==> src/rtl/unified_mem_ctrl.sv <==
// ---------------------------------------------------------------------------
// unified_mem_ctrl
//
// Puts the single-cycle CPU's instruction fetches, loads and stores onto one
// external single-port memory bus, one at a time. Each access uses a
// variable-latency req/ack handshake. Every CPU request gets exactly one done
// pulse, including accesses that are misaligned or that time out, so the CPU
// can never hang waiting on the memory.
//
// Ports:
//   clk, rst          system clock, synchronous active-high reset
//   fetch_req, pc     fetch request (level) and address
//   read_inst         last fetched instruction
//   fetch_done        one-cycle pulse when read_inst is valid
//   load_en, l_addr   load request (level) and address
//   l_data            last load data
//   load_done         one-cycle pulse when l_data is valid
//   store_en, s_addr,
//   s_data            store request (level), address and data
//   store_done        one-cycle pulse when the store is committed
//   busy              high in every state except IDLE
//   bus_req, bus_we,
//   bus_addr,
//   bus_wdata         external bus request, direction, address, write data
//   bus_ack,
//   bus_rdata         external completion; read data is valid with the ack
//   err_misalign      sticky flag: an access had addr[1:0] != 0
//   err_timeout       sticky flag: the bus did not ack within TIMEOUT cycles
// ---------------------------------------------------------------------------
module unified_mem_ctrl #(
   parameter int W       = 32,
   parameter int TIMEOUT = 255
) (
   input  logic         clk,
   input  logic         rst,
   input  logic         fetch_req,
   input  logic [W-1:0] pc,
   output logic [W-1:0] read_inst,
   output logic         fetch_done,
   input  logic         load_en,
   input  logic [W-1:0] l_addr,
   output logic [W-1:0] l_data,
   output logic         load_done,
   input  logic         store_en,
   input  logic [W-1:0] s_addr,
   input  logic [W-1:0] s_data,
   output logic         store_done,
   output logic         busy,
   output logic         bus_req,
   output logic         bus_we,
   output logic [W-1:0] bus_addr,
   output logic [W-1:0] bus_wdata,
   input  logic         bus_ack,
   input  logic [W-1:0] bus_rdata,
   output logic         err_misalign,
   output logic         err_timeout
);

   typedef enum logic [2:0] {IDLE, FETCH, LOAD, STORE, DONE} state_t;
   typedef enum logic [1:0] {KIND_FETCH, KIND_LOAD, KIND_STORE} kind_t;

   // The counter counts cycles already spent without an ack. The access
   // aborts on the cycle the counter reaches TIMEOUT-1 with no ack. This
   // keeps bus_req high for exactly TIMEOUT cycles.
   localparam logic [7:0] TMO_LAST = 8'(TIMEOUT - 1);

   state_t       state;
   state_t       state_nxt;
   kind_t        kind;
   kind_t        sel_kind;
   logic [7:0]   tmo_cnt;
   logic         any_req;
   logic         misaligned;
   logic         tmo_hit;
   logic [W-1:0] sel_addr;

   // Fixed-priority arbitration among the pending requests:
   // store > load > fetch. Only the winner's address is checked for
   // alignment and latched.
   always_comb begin
      any_req  = store_en | load_en | fetch_req;
      sel_kind = KIND_FETCH;
      sel_addr = pc;
      if (store_en) begin
         sel_kind = KIND_STORE;
         sel_addr = s_addr;
      end else if (load_en) begin
         sel_kind = KIND_LOAD;
         sel_addr = l_addr;
      end
      misaligned = (sel_addr[1:0] != 2'b00);
      tmo_hit    = (tmo_cnt == TMO_LAST) && !bus_ack;
   end

   // State register.
   always_ff @(posedge clk) begin
      if (rst)
         state <= IDLE;
      else
         state <= state_nxt;
   end

   // Next-state logic. A misaligned request skips the bus phase and goes
   // straight to DONE. A bus phase ends on an ack or on a timeout.
   always_comb begin
      state_nxt = state;
      case (state)
         IDLE: begin
            if (any_req) begin
               if (misaligned)
                  state_nxt = DONE;
               else if (sel_kind == KIND_STORE)
                  state_nxt = STORE;
               else if (sel_kind == KIND_LOAD)
                  state_nxt = LOAD;
               else
                  state_nxt = FETCH;
            end
         end
         FETCH, LOAD, STORE: begin
            if (bus_ack || tmo_hit)
               state_nxt = DONE;
         end
         DONE:    state_nxt = IDLE;
         default: state_nxt = IDLE;
      endcase
   end

   // Datapath registers. The request is captured at acceptance, so later
   // input changes cannot disturb the bus. Read data is taken on the ack
   // cycle. An access that fails (misaligned or timed out) zeroes the data
   // output for its own request type and sets the matching sticky flag.
   always_ff @(posedge clk) begin
      if (rst) begin
         kind         <= KIND_FETCH;
         tmo_cnt      <= '0;
         bus_addr     <= '0;
         bus_wdata    <= '0;
         read_inst    <= '0;
         l_data       <= '0;
         err_misalign <= 1'b0;
         err_timeout  <= 1'b0;
      end else begin
         case (state)
            IDLE: begin
               tmo_cnt <= '0;
               if (any_req) begin
                  kind <= sel_kind;
                  if (misaligned) begin
                     err_misalign <= 1'b1;
                     if (sel_kind == KIND_LOAD)
                        l_data <= '0;
                     if (sel_kind == KIND_FETCH)
                        read_inst <= '0;
                  end else begin
                     bus_addr <= sel_addr;
                     if (sel_kind == KIND_STORE)
                        bus_wdata <= s_data;
                  end
               end
            end
            FETCH, LOAD, STORE: begin
               if (bus_ack) begin
                  tmo_cnt <= '0;
                  if (state == FETCH)
                     read_inst <= bus_rdata;
                  if (state == LOAD)
                     l_data <= bus_rdata;
               end else if (tmo_hit) begin
                  tmo_cnt     <= '0;
                  err_timeout <= 1'b1;
                  if (state == FETCH)
                     read_inst <= '0;
                  if (state == LOAD)
                     l_data <= '0;
               end else begin
                  tmo_cnt <= tmo_cnt + 8'd1;
               end
            end
            default: tmo_cnt <= '0;
         endcase
      end
   end

   // Moore outputs. bus_req is high only in the bus states, so it drops as
   // DONE is entered and stays low for at least that one cycle. The done
   // pulse comes from the single DONE cycle, so at most one is ever high.
   always_comb begin
      busy       = (state != IDLE);
      bus_req    = (state == FETCH) || (state == LOAD) || (state == STORE);
      bus_we     = (state == STORE);
      fetch_done = (state == DONE) && (kind == KIND_FETCH);
      load_done  = (state == DONE) && (kind == KIND_LOAD);
      store_done = (state == DONE) && (kind == KIND_STORE);
   end

endmodule

==> config.mk <==
export PLATFORM = sky130hd
export DESIGN_NAME = unified_mem_ctrl
export DESIGN_NICKNAME = d
export VERILOG_FILES = /design/src/rtl/unified_mem_ctrl.sv
export SDC_FILE = /design/constraint.sdc
export NUM_CORES = 1
export LEC_CHECK = 0
export ABC_AREA = 1
export CAP_MARGIN = 20
export CORE_ASPECT_RATIO = 1.1
export CORE_MARGIN = 4
export CORE_UTILIZATION = 42
export CTS_BUF_LIST = sky130_fd_sc_hd__clkbuf_8
export CTS_CLUSTER_DIAMETER = 50
export DETAILED_ROUTE_END_ITERATION = 16
export PLACE_DENSITY = 0.91
export RECOVER_POWER = 25
export SYNTH_ARGS = -nofsm -noshare
export SYNTH_HDL_FRONTEND = slang
export SYNTH_SLANG_ARGS = --single-unit
==> constraint.sdc <==
create_clock -name clk -period 2.1 [get_ports clk]
set_input_delay 0.42 -clock clk [delete_from_list [all_inputs] [get_ports clk]]
set_output_delay 0.42 -clock clk [all_outputs]
set_load 0.1 [all_outputs]
# Word level (Yosys, flattened, before mapping)
# Index checks and enable logic that the tools add are counted.
# Widths: inputs -> output; s select.
# word_totals
ff_bits	143
inputBits	166
word_cells	82
# classes
n_addsub	1
eq_ne	17
mux	26
bitwise	5
n_reduce_logical	24
# op_table
cell	count
$mux 32	16
$pmux 32 s2	2
$ne 2x2->1 const B	7
$reduce_and 6->1	2
$mux 3	3
$reduce_and 3->1	3
$add 8x1->8 const B	1
$eq 8x8->1 const B	1
$eq 3x2->1 const B	2
$mux 2	3
$pmux 3 s2	1
$eq 2x1->1 const B	2
$eq 2x2->1 const B	2
$logic_and 1x1->1	4
$logic_not 2->1	2
$reduce_and 2->1	2
$reduce_and 4->1	1
$reduce_bool 2->1	2
$reduce_or 4->1	1
$eq 3x1->1 const B	1
$eq 3x3->1 const B	1
$logic_not 3->1	1
$logic_or 1x1->1	3
$ne 3x3->1 const B	1
6 further kinds	9

# Depth between registers and ports, before layout
# Gate-level depths: netlist (run 1).
# depth
depth_word	8
mapped_depth	11

# Least setup slack after synthesis (run 1)
# OpenSTA, ideal clock, no wires.
# synth_timing
kind	register to output
startpoint	register state[0]
endpoint	output port fetch_done
t_arrival_ps	2607
t_required_ps	1680
path_slack_ps	-927
stages_incl_launch_ff	4
path_buffers	0
cell_sequence	dfxtp_1 nor2_4 nand2_1 nor3_1
# synth_via
elab_chain_len	2
# synth_lines
element	line_no	text
start: declaration	67	state_t state;
start signal: assignment	100	state <= state_nxt;
$eq 3x3->1	192	fetch_done = (state == DONE) && (kind == KIND_FETCH);
$logic_and 1x1->1	192	
end: declaration	39	output logic fetch_done,
# Every way passes these cells.

# Worst setup path in the final report (run 1)
# Same ends and word-level chain as after synthesis.

==> summary.md, run 1 <==
| Metric | Value |
|---|---|
| Via density | `roughly 5` |
| Status | `completed` |
| Worst hold endpoint | `bus_addr[1]$_SDFFE_PP0P_` |
| Final setup fails | `0` |
| Global placer's final weighted congestion | `~0.85` |
| Leakage | `~4.4 nW` |
| Post-synth cell types | `33` |
| Largest net degree at the start of global routing | `54` |
| Final worst slack | `between 100 and 150 ps` |
| CP max-delay cell | `dfxtp_1` |
| Commonest non-fill, non-tap cell in the layout | `nor2_1` |
| Initial core utilization | `between 40% and 50%` |
| Max_slew headroom | `61.03%` |
| Design Area, Final | `9612 um^2` |
| Post-DP HPWL | `roughly 16000 um` |
| Skew final | `~8 ps` |
| Worst-path clk slew | `70 ps` |
| CP peak stage delay | `360 ps` |
| Routed wire length | `roughly 21000 um` |
| RSZ-0062 raised after global routing | `no` |
| Flop2flop setup slack | `about 200 ps` |
| Asr flop ratio synth | `0%` |
| Latest clock arrival within the worst-skew pair | `between 400 and 500 ps` |
| Core Util, Final | `approximately 67%` |
| Routed via count | `slightly below 7000` |
| GR met1 Demand/Resource | `26.47%` |
| Post-detailed-route count of antenna-violating nets | `0` |
| Met2 usage | `42.50%` |
| Clock buffer depth | `2` |
| Port Buffers | `about 300` |
| PD cells | `around 1200 nW/um^2` |
| Drt first pass iters | `7` |
| Initial antenna violation count | `0` |
| Cell Area, Placed | `between 9000 and 10000 um^2` |
| Final min period | `roughly 2000 ps` |
| Final hold viol count | `0` |
| Worst r2r src | `tmo_cnt[0]$_SDFF_PP0_` |
| Sequential fraction of the synthesis area | `a little under half` |
| Cells after synthesis | `approximately 850` |
| Num CTS Buffers | `17` |
| CTS tree | `built` |
| HP Class | `reg -> reg` |
| Die area | `approximately 17000 um^2` |
| H-tree depth | `4` |
| Vias in the first global route | `6631` |
| Fin cells | `roughly 1400` |
| Avg WL per Cell | `roughly 15 um` |
| Syn avg cell area | `around 7.2 um^2` |
| Critical Path RT | `between 1500 and 2000 ps` |
| Most frequent cells in the layout | `nor2_1, clkdlybuf4s50_1, nand2_1` |
| Min-delay src | `bus_addr[1]$_SDFFE_PP0P_` |
| # nets final | `between 1000 and 1500` |
| Clock sink total | `approximately 140` |
| Fin Hold WS | `about 460 ps` |
| Critical-path maximum fanout | `4` |
| Die Height | `~140 um` |
| Number of synthesized flops with an enable pin | `0` |
| Std-Cell Rows | `46` |
| Post-synthesis register bit count | `roughly 140` |
| CP Launch Type | `flip-flop` |
| Syn Std Cell Area | `6178 um^2` |
| Critical path type | `reg -> out` |
| Reg2reg path depth | `11` |
| Top_reg_cell synth | `dfxtp_1` |
| Worst EP arrival | `between 1500 and 2000 ps` |
| Global routing's busiest layer | `met2` |
| R2r endpoint | `read_inst[16]$_SDFFE_PP0P_` |
| First-pass GRT wire length | `approximately 32000 um` |
| Setup Buffers After CTS | `0` |
| Syn. warnings | `0` |
| Syn Nets | `a little over 1000` |
| VDD IR max | `between 0.0007 and 0.0008 V` |
| GR Util met3 | `8.480%` |
| Slew Viols, Final | `0` |
| Core footprint | `roughly 14000 um^2` |
| Final Power | `between 10 and 15 mW` |
| Setup crit end kind | `output pin` |
| Worst-Margin Slew | `587.0 ps` |
| N_diodes | `0` |
| Layout cell share with drive strength beyond 1 | `20.34%` |
| Setup tns final | `0 ps` |
| Overall Global Routing Usage | `about a quarter` |
| Initial DRC count | `404` |
| Placed cell count | `around 1300` |
| Hold depth | `2` |
| Pre-CTS setup slack | `-303.3 ps` |
| Area grow syn2layout | `55.57%` |
| Highest achievable clock rate | `about 500 MHz` |
| Cells along the critical path | `nor2_4 > nand2_1 > nor3_2 > buf_12` |
| DRC Markers | `0` |
| Clock Root Buffer | `clkbuf_8` |
| Max-Cap Viols | `0` |
| I/O Pins | `about 300` |
| Remaining global-route overflow | `0` |
| Final period utilization | `between 90% and 100%` |
| DIE WIDTH | `around 120 um` |
==> synth_stat cells (2+ instances only) <==
cell	count	area, um^2
clkbuf_1	22	82.58
xor2_1	3	26.28
a21boi_0	30	225.2
nand3_1	33	165.2
a21oi_1	37	185.2
ha_1	2	25.02
dfxtp_1	143	2863
nor2_2	3	18.77
inv_2	6	22.52
nor2_1	212	795.8
o21ai_0	65	325.3
inv_1	51	191.4
buf_4	7	52.55
a31oi_1	2	12.51
nor3_1	5	25.02
nand2_2	4	25.02
clkbuf_2	2	10.01
a22oi_1	30	225.2
nand4_1	17	106.4
buf_2	17	85.08
nor2_4	3	33.78
buf_1	5	18.77
nand2_4	2	22.52
nand2_1	142	533.0
buf_6	2	22.52
==> registers in the layout, summed over array words and instances, names as in the netlist <==
signal,cells
bus_addr,32
bus_wdata,32
l_data,32
read_inst,32
tmo_cnt,8
state,3
kind,2
err_misalign,1
err_timeout,1
==> report_power, final <==
group,internal (mW),leakage (nW),switching [mW]
Sequential,3.15,1.17,0.263
Combinational,1.42,3.03,4.52
Clock,1.10,0.207,0.990
Total,5.67,4.40,5.77
==> worst max-delay path, delay by kind of cell, from the launching register on <==
kind	cells	cell delay [ps]
and+or+nand+nor	3	550
buffers and inverters	1	210
DFF	1	360
==> worst max-delay path by stage <==
stage,start,to
2_1_floorplan,state[0]$_SDFFE_PP0P_,fetch_done
3_3_place_gp,load_en,l_data[12]$_SDFFE_PP0P_
3_5_place_dp,load_en,l_data[16]$_SDFFE_PP0P_
4_1_cts,state[2]$_SDFFE_PP0P_,fetch_done
5_1_grt,state[0]$_SDFFE_PP0P_,fetch_done
6_report,state[0]$_SDFFE_PP0P_,fetch_done
==> cell families (layout without fill, tap and decap cells) <==
| family | Yosys count | after routing | synth area share [%] |
|---|---|---|---|
| AND/OR/NAND/NOR | 425 | 425 | 28.63 |
| AO/OA/AOI/OAI | 167 | 167 | 16.24 |
| flip-flops | 143 | 143 | 46.33 |
| buffers and inverters | 113 | 435 | 7.959 |
| XOR/XNOR | 3 | 3 | 0.4254 |
| adder cells (fa/ha/maj) | 2 | 2 | 0.4050 |
==> final cells by class <==
class                      count  area, um^2
tap                          192       240.2
timing repair buffer         346        3053
clock buffer                  23       316.6
fill                        1193        4835
inverter                      58       221.5
sequential                   143        2864
clock inverter                 8       63.81
multi-input combinational    597        2853
==> layer usage <==
layer | up-vias | share of wire [%]
met5 | - | 0
met1 | 3084 | 38
li1 | 3379 | -
met4 | 0 | 3.2
met2 | 300 | 50
met3 | 45 | 8.7
==> what timing repair did <==
item,4_1_cts,5_1_grt
resized for setup,0,2
hold buffers,0,0
endpoints found under the setup margin,0,6
Note: power is estimated with default switching activity, not from simulation.
==> run 2, diff against run 1 <==
Settings changed: CAP_MARGIN 20 to unset, CORE_UTILIZATION 42 to 25, PLACE_DENSITY 0.91 to 0.62.
==> summary.md, run 2 (synthesized netlist as in run 1, its figures left out) <==
| Metric | Value |
|---|---|
| Worst-path clk slew | `80 ps (about the same)` |
| H-tree depth | `4 (unchanged)` |
| Post-detailed-route count of antenna-violating nets | `0 (unchanged)` |
| Area grow syn2layout | `58.89%` |
| Status | `completed` |
| Max_slew headroom | `61.43% (+0.40 points)` |
| Highest achievable clock rate | `502.4 MHz (-0.17%)` |
| Std-Cell Rows | `60 (+30%)` |
| GR Util met3 | `5.832% (-2.6 points)` |
| CTS tree | `built` |
| Setup Buffers After CTS | `0 (unchanged)` |
| Clock buffer depth | `2 (unchanged)` |
| Final Power | `11.82 mW (+3.2%)` |
| Worst EP arrival | `1570 ps (about the same)` |
| # nets final | `1324 (-0.53%)` |
| Cell Area, Placed | `9533 um^2 (+1.7%)` |
| DRC Markers | `0 (unchanged)` |
| Slew Viols, Final | `0 (unchanged)` |
| Commonest non-fill, non-tap cell in the layout | `nor2_1` |
| Core Util, Final | `40.24% (-26 points)` |
| Final worst slack | `109.7 ps (-3.290 ps)` |
| CP Launch Type | `flip-flop` |
| Latest clock arrival within the worst-skew pair | `450 ps (about the same)` |
| Final min period | `1990 ps (+3.290 ps)` |
| Final period utilization | `94.78% (+0.16 points)` |
| Met2 usage | `26.06% (-16 points)` |
| PD cells | `1204 nW/um^2 (+1.1%)` |
| Skew final | `19.07 ps (+10.98 ps)` |
| Worst Setup SP | `state[0]$_SDFFE_PP0P_` |
| Vias in the first global route | `6264 (-5.5%)` |
| Clock sink total | `143 (unchanged)` |
| Critical path type | `reg -> out` |
| Critical-path maximum fanout | `4 (unchanged)` |
| Core footprint | `24400 um^2 (+69%)` |
| Routed wire length | `21760 um (+3.5%)` |
| Drt first pass iters | `5 (-2)` |
| Initial antenna violation count | `0 (unchanged)` |
| Layout cell share with drive strength beyond 1 | `19.93% (-0.41 points)` |
| VDD IR max | `0.0004317 V (-39%)` |
| First-pass GRT wire length | `33790 um (+6.4%)` |
| Min-delay src | `bus_addr[1]$_SDFFE_PP0P_` |
| Routed via count | `6583 (-3.3%)` |
| Global routing's busiest layer | `met2` |
| GR met1 Demand/Resource | `18.79% (-7.7 points)` |
| Avg WL per Cell | `14.71 um (-4.4%)` |
| Remaining global-route overflow | `0 (unchanged)` |
| Most frequent cells in the layout | `nor2_1, clkdlybuf4s50_1, nand2_1, dfxtp_1, buf_4` |
| Die Height | `172.9 um (+28%)` |
| Global placer's final weighted congestion | `0.8106 (-4.3%)` |
| Post-DP HPWL | `16530 um (+0.74%)` |
| Critical Path RT | `1680 ps (about the same)` |
| DIE WIDTH | `157.9 um (+28%)` |
| Max-Cap Viols | `0 (unchanged)` |
| Die area | `27300 um^2 (+63%)` |
| Worst-Margin Slew | `581.0 ps (-6.038 ps)` |
| Initial DRC count | `254 (-37%)` |
| Final hold viol count | `0 (unchanged)` |
| HP Class | `reg -> reg` |
| Final setup fails | `0 (unchanged)` |
| Initial core utilization | `25.32% (-17 points)` |
| Via density | `4.451 (-11%)` |
| Design Area, Final | `9817 um^2 (+2.1%)` |
| Setup crit end kind | `output pin` |
| Pre-CTS setup slack | `-345.9 ps (-42.56 ps)` |
| Clock Root Buffer | `clkbuf_8` |
| I/O Pins | `302 (unchanged)` |
| RSZ-0062 raised after global routing | `yes` |
| Num CTS Buffers | `17 (unchanged)` |
| Port Buffers | `301 (unchanged)` |
| Leakage | `4.401 nW (about the same)` |
| Worst r2r src | `tmo_cnt[0]$_SDFF_PP0_` |
| Overall Global Routing Usage | `15.57% (-8.8 points)` |
| N_diodes | `0 (unchanged)` |
| Largest net degree at the start of global routing | `77 (+43%)` |
## run 2: cell types whose count changed in the layout (fill, tap and decap cells not counted), moves of 2 or more
| cell | delta |
|---|---|
| inv_6 | +6 |
| bufinv_16 | +3 |
| buf_12 | +5 |
| clkbuf_2 | +2 |
| clkbuf_1 | +2 |
| inv_1 | -2 |
| clkdlybuf4s50_1 | -2 |
| dlygate4sd3_1 | +2 |
| clkbuf_8 | -6 |
| buf_4 | -17 |
| clkinv_2 | -2 |
## run 2: where the power goes
| group | switching [mW] | internal, mW |
|---|---|---|
| clock network | 1.17 | 1.31 |
| registers | 0.250 | 3.15 |
| logic | 4.51 | 1.42 |
| total | 5.94 | 5.88 |
## run 2: stage by stage
| step | hold slack (ps) | setup TNS (ps) | instances |
|---|---|---|---|
| 6_report | 444.3 | 0 | 1479 |
| 5_1_grt | 481.3 | -1.654 | 1479 |
| 4_1_cts | 451.7 | 0 | 1479 |
| 3_5_place_dp | 436.6 | -18030 | 1447 |
| 3_3_place_gp | 430.6 | -13350 | 1447 |
| 2_1_floorplan | 430.0 | -5028 | 853 |
## run 2: timing repair
action                     CTS  global route
hold buffers                 0             0
gates resized for setup      0             1
setup endpoints to repair    0            17
## run 2: path summary, 6_finish.rpt
kind	endpoint	slack, ps	cells after the start
min reg2reg	bus_addr[1]$_SDFFE_PP0P_	440	2
min	bus_addr[1]$_SDFFE_PP0P_	440	2
max reg2reg	l_data[19]$_SDFFE_PP0P_	230	10
max	fetch_done	110	4
## run 2: layout make-up
type / count / area [um^2]
Timing Repair Buffer: 339 / 3050
Multi-Input combinational cell: 597 / 2855
Inverter: 58 / 221.5
Sequential cell: 143 / 2863
Tap cell: 310 / 387.9
Clock buffer: 17 / 234.0
Fill cell: 2569 / 14580
Clock inverter: 15 / 205.2
## run 2: critical path: stages (launching register included)
cell and delay [ps]:
dfxtp_1 360, nor2_4 170, nand2_1 160, nor3_2 220
buf_12 210
## run 2: routing by layer
layer  vias up  part of all wire (%)
li1       3365                     -
met1      2955                    42
met2       243                    48
met3        20                   8.9
met4         0                   1.4
met5         -                     0
